===== src/rtl/full_subtractor_d_pkg.sv =====
// Shared constants for the full_subtractor_d leaf cell.
`default_nettype none

package full_subtractor_d_pkg;

    localparam int unsigned CNT_W_DEFAULT = 8;
    localparam int unsigned CNT_W_MAX     = 32;

endpackage

`default_nettype wire


===== src/rtl/full_subtractor_d_fs_core.sv =====
// Purely combinational 1-bit full subtractor: a - b - borrow_in.
`default_nettype none

module fs_core (
    input  logic a,
    input  logic b,
    input  logic borrow_in,
    output logic d,
    output logic borrow_out
);

    assign d          = a ^ b ^ borrow_in;
    // Borrow when b exceeds a, or when they tie and a borrow arrives from below.
    assign borrow_out = (~a & b) | (~(a ^ b) & borrow_in);

endmodule

`default_nettype wire


===== src/rtl/full_subtractor_d.sv =====
// Full subtractor leaf cell with registered observation copies and a saturating borrow counter.
`default_nettype none

module full_subtractor_d
    import full_subtractor_d_pkg::*;
#(
    parameter int unsigned CNT_W = CNT_W_DEFAULT
) (
    input  logic             clk,
    input  logic             rst_n,
    input  logic             a,
    input  logic             b,
    input  logic             borrow_in,
    output logic             d,
    output logic             borrow_out,
    output logic             d_q,
    output logic             borrow_out_q,
    output logic [CNT_W-1:0] borrow_cnt
);

    fs_core u_core (
        .a          (a),
        .b          (b),
        .borrow_in  (borrow_in),
        .d          (d),
        .borrow_out (borrow_out)
    );

    // Counter saturates at all-ones so long borrow runs never alias to small counts.
    always_ff @(posedge clk or negedge rst_n) begin
        if (!rst_n) begin
            d_q          <= 1'b0;
            borrow_out_q <= 1'b0;
            borrow_cnt   <= '0;
        end else begin
            d_q          <= d;
            borrow_out_q <= borrow_out;
            if (borrow_out && (borrow_cnt != {CNT_W{1'b1}})) begin
                borrow_cnt <= borrow_cnt + 1'b1;
            end
        end
    end

endmodule

`default_nettype wire


===== config.mk =====
export PLATFORM = sky130hd
export DESIGN_NAME = full_subtractor_d
export DESIGN_NICKNAME = d
export VERILOG_FILES = /design/src/rtl/full_subtractor_d_pkg.sv /design/src/rtl/full_subtractor_d_fs_core.sv /design/src/rtl/full_subtractor_d.sv
export SDC_FILE = /design/constraint.sdc
export NUM_CORES = 1
export LEC_CHECK = 0
export CORE_AREA = 2 2 39 41
export CTS_BUF_LIST = sky130_fd_sc_hd__clkbuf_16
export DETAILED_ROUTE_END_ITERATION = 7
export DIE_AREA = 0 0 41 43
export PLACE_DENSITY = 0.67
export SLEW_MARGIN = 20
export SYNTH_ARGS = -nofsm -noshare
export SYNTH_HDL_FRONTEND = slang
export SYNTH_HIERARCHICAL = 1
export SYNTH_SLANG_ARGS = --single-unit

===== constraint.sdc =====
create_clock -name clk -period 2.8 [get_ports clk]
set_input_delay 0.84 -clock clk [delete_from_list [all_inputs] [get_ports clk]]
set_output_delay 0.84 -clock clk [all_outputs]
set_load 0.05 [all_outputs]

; Word level (Yosys, flattened, before mapping)
; Cells that the tools add are included.
[totals]
ff_bits = 10
in_bits = 5
wordCells = 13
[classes]
n_addsub = 1
n_eq_ne = 1
bitwise = 7
n_reduce_logical = 1
[op_table]
columns = cell, n
row1 = $add A8 B1 Y8 const B, 1
row2 = $ne A8 B8 Y1 const B, 1
row3 = $and A1 B1 Y1, 2
row4 = $not A1 Y1, 2
row5 = $xor A1 B1 Y1, 2
row6 = $logic_and A1 B1 Y1, 1
row7 = $or A1 B1 Y1, 1

; Depth between registers and ports, before layout
[depth]
ltp_word = 5
mapped_depth = 6
ltp_nobuf = 6

; Hierarchy
; Netlist, hierarchy kept.
[modules_own_cells]
columns = mod, instances, cells_per_inst, area_per_inst_um2
row1 = full_subtractor_d, 1, 36, 457.9
row2 = fs_core, 1, 4, 31.3

; Least setup slack after synthesis
; OpenSTA, ideal clock, no wires.
[synth_path]
kind = input to output
start = input b
end = output d
arrival_time_ns = 1.700
t_required_ns = 1.960
slack_ns = 0.260
path_stages = 2
path_buffers = 0
cell_sequence = inv_1 > fa_1
[synth_via]
elab_chain_cells = 2
[synth_rtl]
columns = element, line_no
row1 = start: declaration, full_subtractor_d.sv:12  ; input logic b,
row2 = $xor A1 B1 Y1 (2 in series), full_subtractor_d_fs_core.sv:12  ; assign d = a ^ b ^ borrow_in;
row3 = end: declaration, full_subtractor_d.sv:14  ; output logic d,
; No other way between the ends.

; Worst setup path after layout
[layout_path]
start = input a
end = output d
[layout_via]
elab_chain_cells = 2
[layout_rtl]
columns = element, line_no
row1 = start: declaration, full_subtractor_d.sv:11  ; input logic a,
row2 = $xor A1 B1 Y1 (2 in series), full_subtractor_d_fs_core.sv:12
; No other way between the ends.

==> impl_metrics.ini <==
[critical_path]
reg2regPathDepth = 4
critical-path-slowest-cell = sky130_fd_sc_hd__fa_1
worstPathCellList = dlygate4sd2_1 -> fa_1 -> buf_12
worstSetupPathType = in -> out
worst_setup_path_start_kind = input port
reg2reg_to = borrow_cnt[1]
reg2reg_slack_ns = 1.29
max_stage_delay_ns = 0.61
endpoint_kind = primary output
worstPathRequired_ns = 1.96
timing.critical_path.fanout_max = 2
worst_ep_arrival_time_ns = 1.85
r2r_start = borrow_cnt[0]

[sta]
finalWorstPathRequiredPeriod_ns = 2.69
rsz0062_at_grt = false
fin_crit_sh_pct = 96.1
final_worst_setup_slack_ns = 0.109
hold_viol = 0
final-setup-viol-count = 0
finalMaxSlewViolations = 0
worst_tran_pin_value_ns = 0.499
achievable-frequency_mhz = 372
fin_setup_tns_ns = 0
worst_slew_margin_rel_pct = 66.6
hold_slack_ns = 0.530
finClkSkew_ns = 0.00172

[clock_network]
clock_tree_root_driver_cell = sky130_fd_sc_hd__clkbuf_16
ctsLongestPathBuffers = 2
numClockSinks = 10
cts_post_setup_buffers_inserted = 0
tritoncts.num_buffers = 3
cts-htree-levels = 1
clock_pin_slew_on_the_worst_setup_and_hold_paths_ns = 0.04
tritoncts = built
worst_skew_pair.late_latency_ns = 0.23

[detailed_routing]
drt-pass1-iter-count = 4
drt_first_iter_violations = 7
drt.antenna.violating_nets = 0
routedWlPerCell_um = 14.1
vias_per_cell = 5.24
route.vias.total = 409
drc = 0
total_detailed_routing_wirelength_mm = 1.10

[place]
placedInstanceArea_um2 = 704
place_worst_setup_slack_ns = -0.111
numPortBuffers = 16
global_placement_routability_congestion = 0.687
post-dp-hpwl_um = 767
place_inst = 74

[floorplanning]
die_w_um = 41
initial_core_util_pct = 35.4
placement_rows = 14
coreArea_um2 = 1380
pin_count = 17
die_h_um = 43
floorplan.die_area_um2 = 1760

[global_routing]
first_pass_grt_wire_length_mm = 1.80
grt_antenna_before_repair = 0
largest_net_degree_at_the_start_of_global_routing = 11
first_global_vias = 424
grt_remaining_overflow = 0
track_usage_pct = 15.9

[power_and_ir_drop]
p_per_area_nw_per_um2 = 1250
power_frac_seq_pct = 27.7
power_leakage_nw = 0.339
clkPwrFrac_pct = 25.4
power_uw = 978
power.ir.vdd_worst_uv = 621
p_switching_uw = 420
power.combinational.fraction_pct = 46.8
switching_share_pct = 43.0
internal_power_uw = 557

[yosys]
synth_nets = 47
ys.flop_type = sky130_fd_sc_hd__dfrtp_1
synth_most_common_cell = sky130_fd_sc_hd__dfrtp_1
syn_avg_cell_area_um2 = 12.2
synth-seq-cells = 10
ys_types = 24
synth-edff-count = 0
netlist_top_cells_area = sky130_fd_sc_hd__dfrtp_1 51%, sky130_fd_sc_hd__fa_1 4.1%, sky130_fd_sc_hd__a41oi_1 3.6%
ys_top_cells_by_count = 10 x sky130_fd_sc_hd__dfrtp_1, 4 x sky130_fd_sc_hd__inv_1
post_synth_inst_count = 40
yosysSeqAreaShare_pct = 51.2
yosysWarnings = 6
post_synth_instance_area_um2 = 489
synth_top_area_share_pct = 51.2
fraction_of_registers_with_async_set_or_reset_after_synthesis_pct = 100
synth_top_area_cell = sky130_fd_sc_hd__dfrtp_1

[final_layout]
area_growth_pct = 59.3
postLayoutCellArea_um2 = 779
stdcell_count = 78
layout-drive-gt1-share_pct = 21.0
final_core_utilization_pct = 56.3
insertedDiodeCount = 0
layout.nets = 70

[job]
timing.max_cap.violations = 0

[min_path]
timing.hold.worst_path_depth = 1
hold_path_startpoint = borrow_cnt[0]
worstHoldEndpoint = borrow_cnt[0]
min_path_type = reg -> reg

[outcome]
run_status = finished, final reports clean
registers in the layout, summed over array words and instances (netlist names):
register / count
borrow_cnt: 8
d_q: 1
borrow_out_q: 1
cells by family after synthesis:
kind of cell	Yosys count	share of synthesized area (%)
flip-flops	10	51.2
AND/OR/NAND/NOR	9	12.5
buffers and inverters	4	3.07
adder cells (fa/ha/maj)	2	6.65
multiplexers	2	5.37
XOR/XNOR	2	3.58
AO/OA/AOI/OAI	11	17.6
per-layer routing:
| metal | routed length [um] | global-route usage [%] | vias up |
|---|---|---|---|
| met5 | 0 | 0 | - |
| met4 | 19 | 10.0 | 0 |
| li1 | - | - | 192 |
| met3 | 31 | 3.14 | 2 |
| met1 | 415 | 14.7 | 204 |
| met2 | 631 | 28.4 | 11 |
what timing repair did:
| item | 4_1_cts | 5_1_grt |
|---|---|---|
| hold endpoints to repair | 0 | 0 |
| hold buffers | 0 | 0 |
| setup endpoints to repair | 2 | 0 |
| gates resized for setup | 3 | 0 |
critical path: cells and delay by family:
| kind | cells | cell delay [ns] |
|---|---|---|
| adders and majority gates | 1 | 0.61 |
| buffers and inverters | 2 | 0.40 |
cell type report:
type / count / area [um2]
Fill cell: 131 / 604
Sequential cell: 10 / 250
Multi-Input combinational cell: 26 / 224
Timing Repair Buffer: 18 / 191
Clock buffer: 3 / 75.1
Tap cell: 16 / 20.0
Inverter: 4 / 15.0
Clock inverter: 1 / 3.75
power by group through the flow:
stage / Clock [mW] / Sequential, mW / Combinational, mW
6_report: 0.249 / 0.271 / 0.458
2_1_floorplan: 0 / 0.441 / 0.127
3_5_place_dp: 0 / 0.273 / 0.459
5_1_grt: 0.266 / 0.282 / 0.485
4_1_cts: 0.254 / 0.274 / 0.463
3_3_place_gp: 0 / 0.270 / 0.455
layout by cell type (no fill, tap or decap):
master,count
sky130_fd_sc_hd__buf_4,2
sky130_fd_sc_hd__xnor2_1,1
sky130_fd_sc_hd__ha_1,1
sky130_fd_sc_hd__nor3_1,1
sky130_fd_sc_hd__a41oi_1,2
sky130_fd_sc_hd__nor2_1,1
sky130_fd_sc_hd__o211ai_1,1
sky130_fd_sc_hd__mux2_4,1
sky130_fd_sc_hd__inv_1,4
sky130_fd_sc_hd__nand3_2,1
sky130_fd_sc_hd__fa_1,1
sky130_fd_sc_hd__a311oi_2,1
sky130_fd_sc_hd__a31oi_1,2
sky130_fd_sc_hd__and3_4,1
sky130_fd_sc_hd__clkdlybuf4s50_1,11
sky130_fd_sc_hd__xor2_1,1
sky130_fd_sc_hd__buf_12,2
sky130_fd_sc_hd__nand2_1,1
sky130_fd_sc_hd__o21ai_2,1
sky130_fd_sc_hd__nand3_1,2
sky130_fd_sc_hd__clkinv_1,1
sky130_fd_sc_hd__nand4_1,1
sky130_fd_sc_hd__a21oi_1,2
sky130_fd_sc_hd__a21boi_0,1
sky130_fd_sc_hd__dlygate4sd2_1,3
sky130_fd_sc_hd__o21a_1,1
sky130_fd_sc_hd__mux2_1,1
sky130_fd_sc_hd__and4_4,1
sky130_fd_sc_hd__clkbuf_16,3
sky130_fd_sc_hd__dfrtp_1,10
worst max path at each step:
stage	from	slack (ns)	cells after the start	to
after CTS	a	0.10	3	d
after detailed placement	b	-0.11	4	d
final	a	0.11	3	d
after global routing	a	0.09	3	d
after global placement	b	-0.09	4	d
after floorplan	b	0.26	2	d
(Power assumes the default switching activity.)
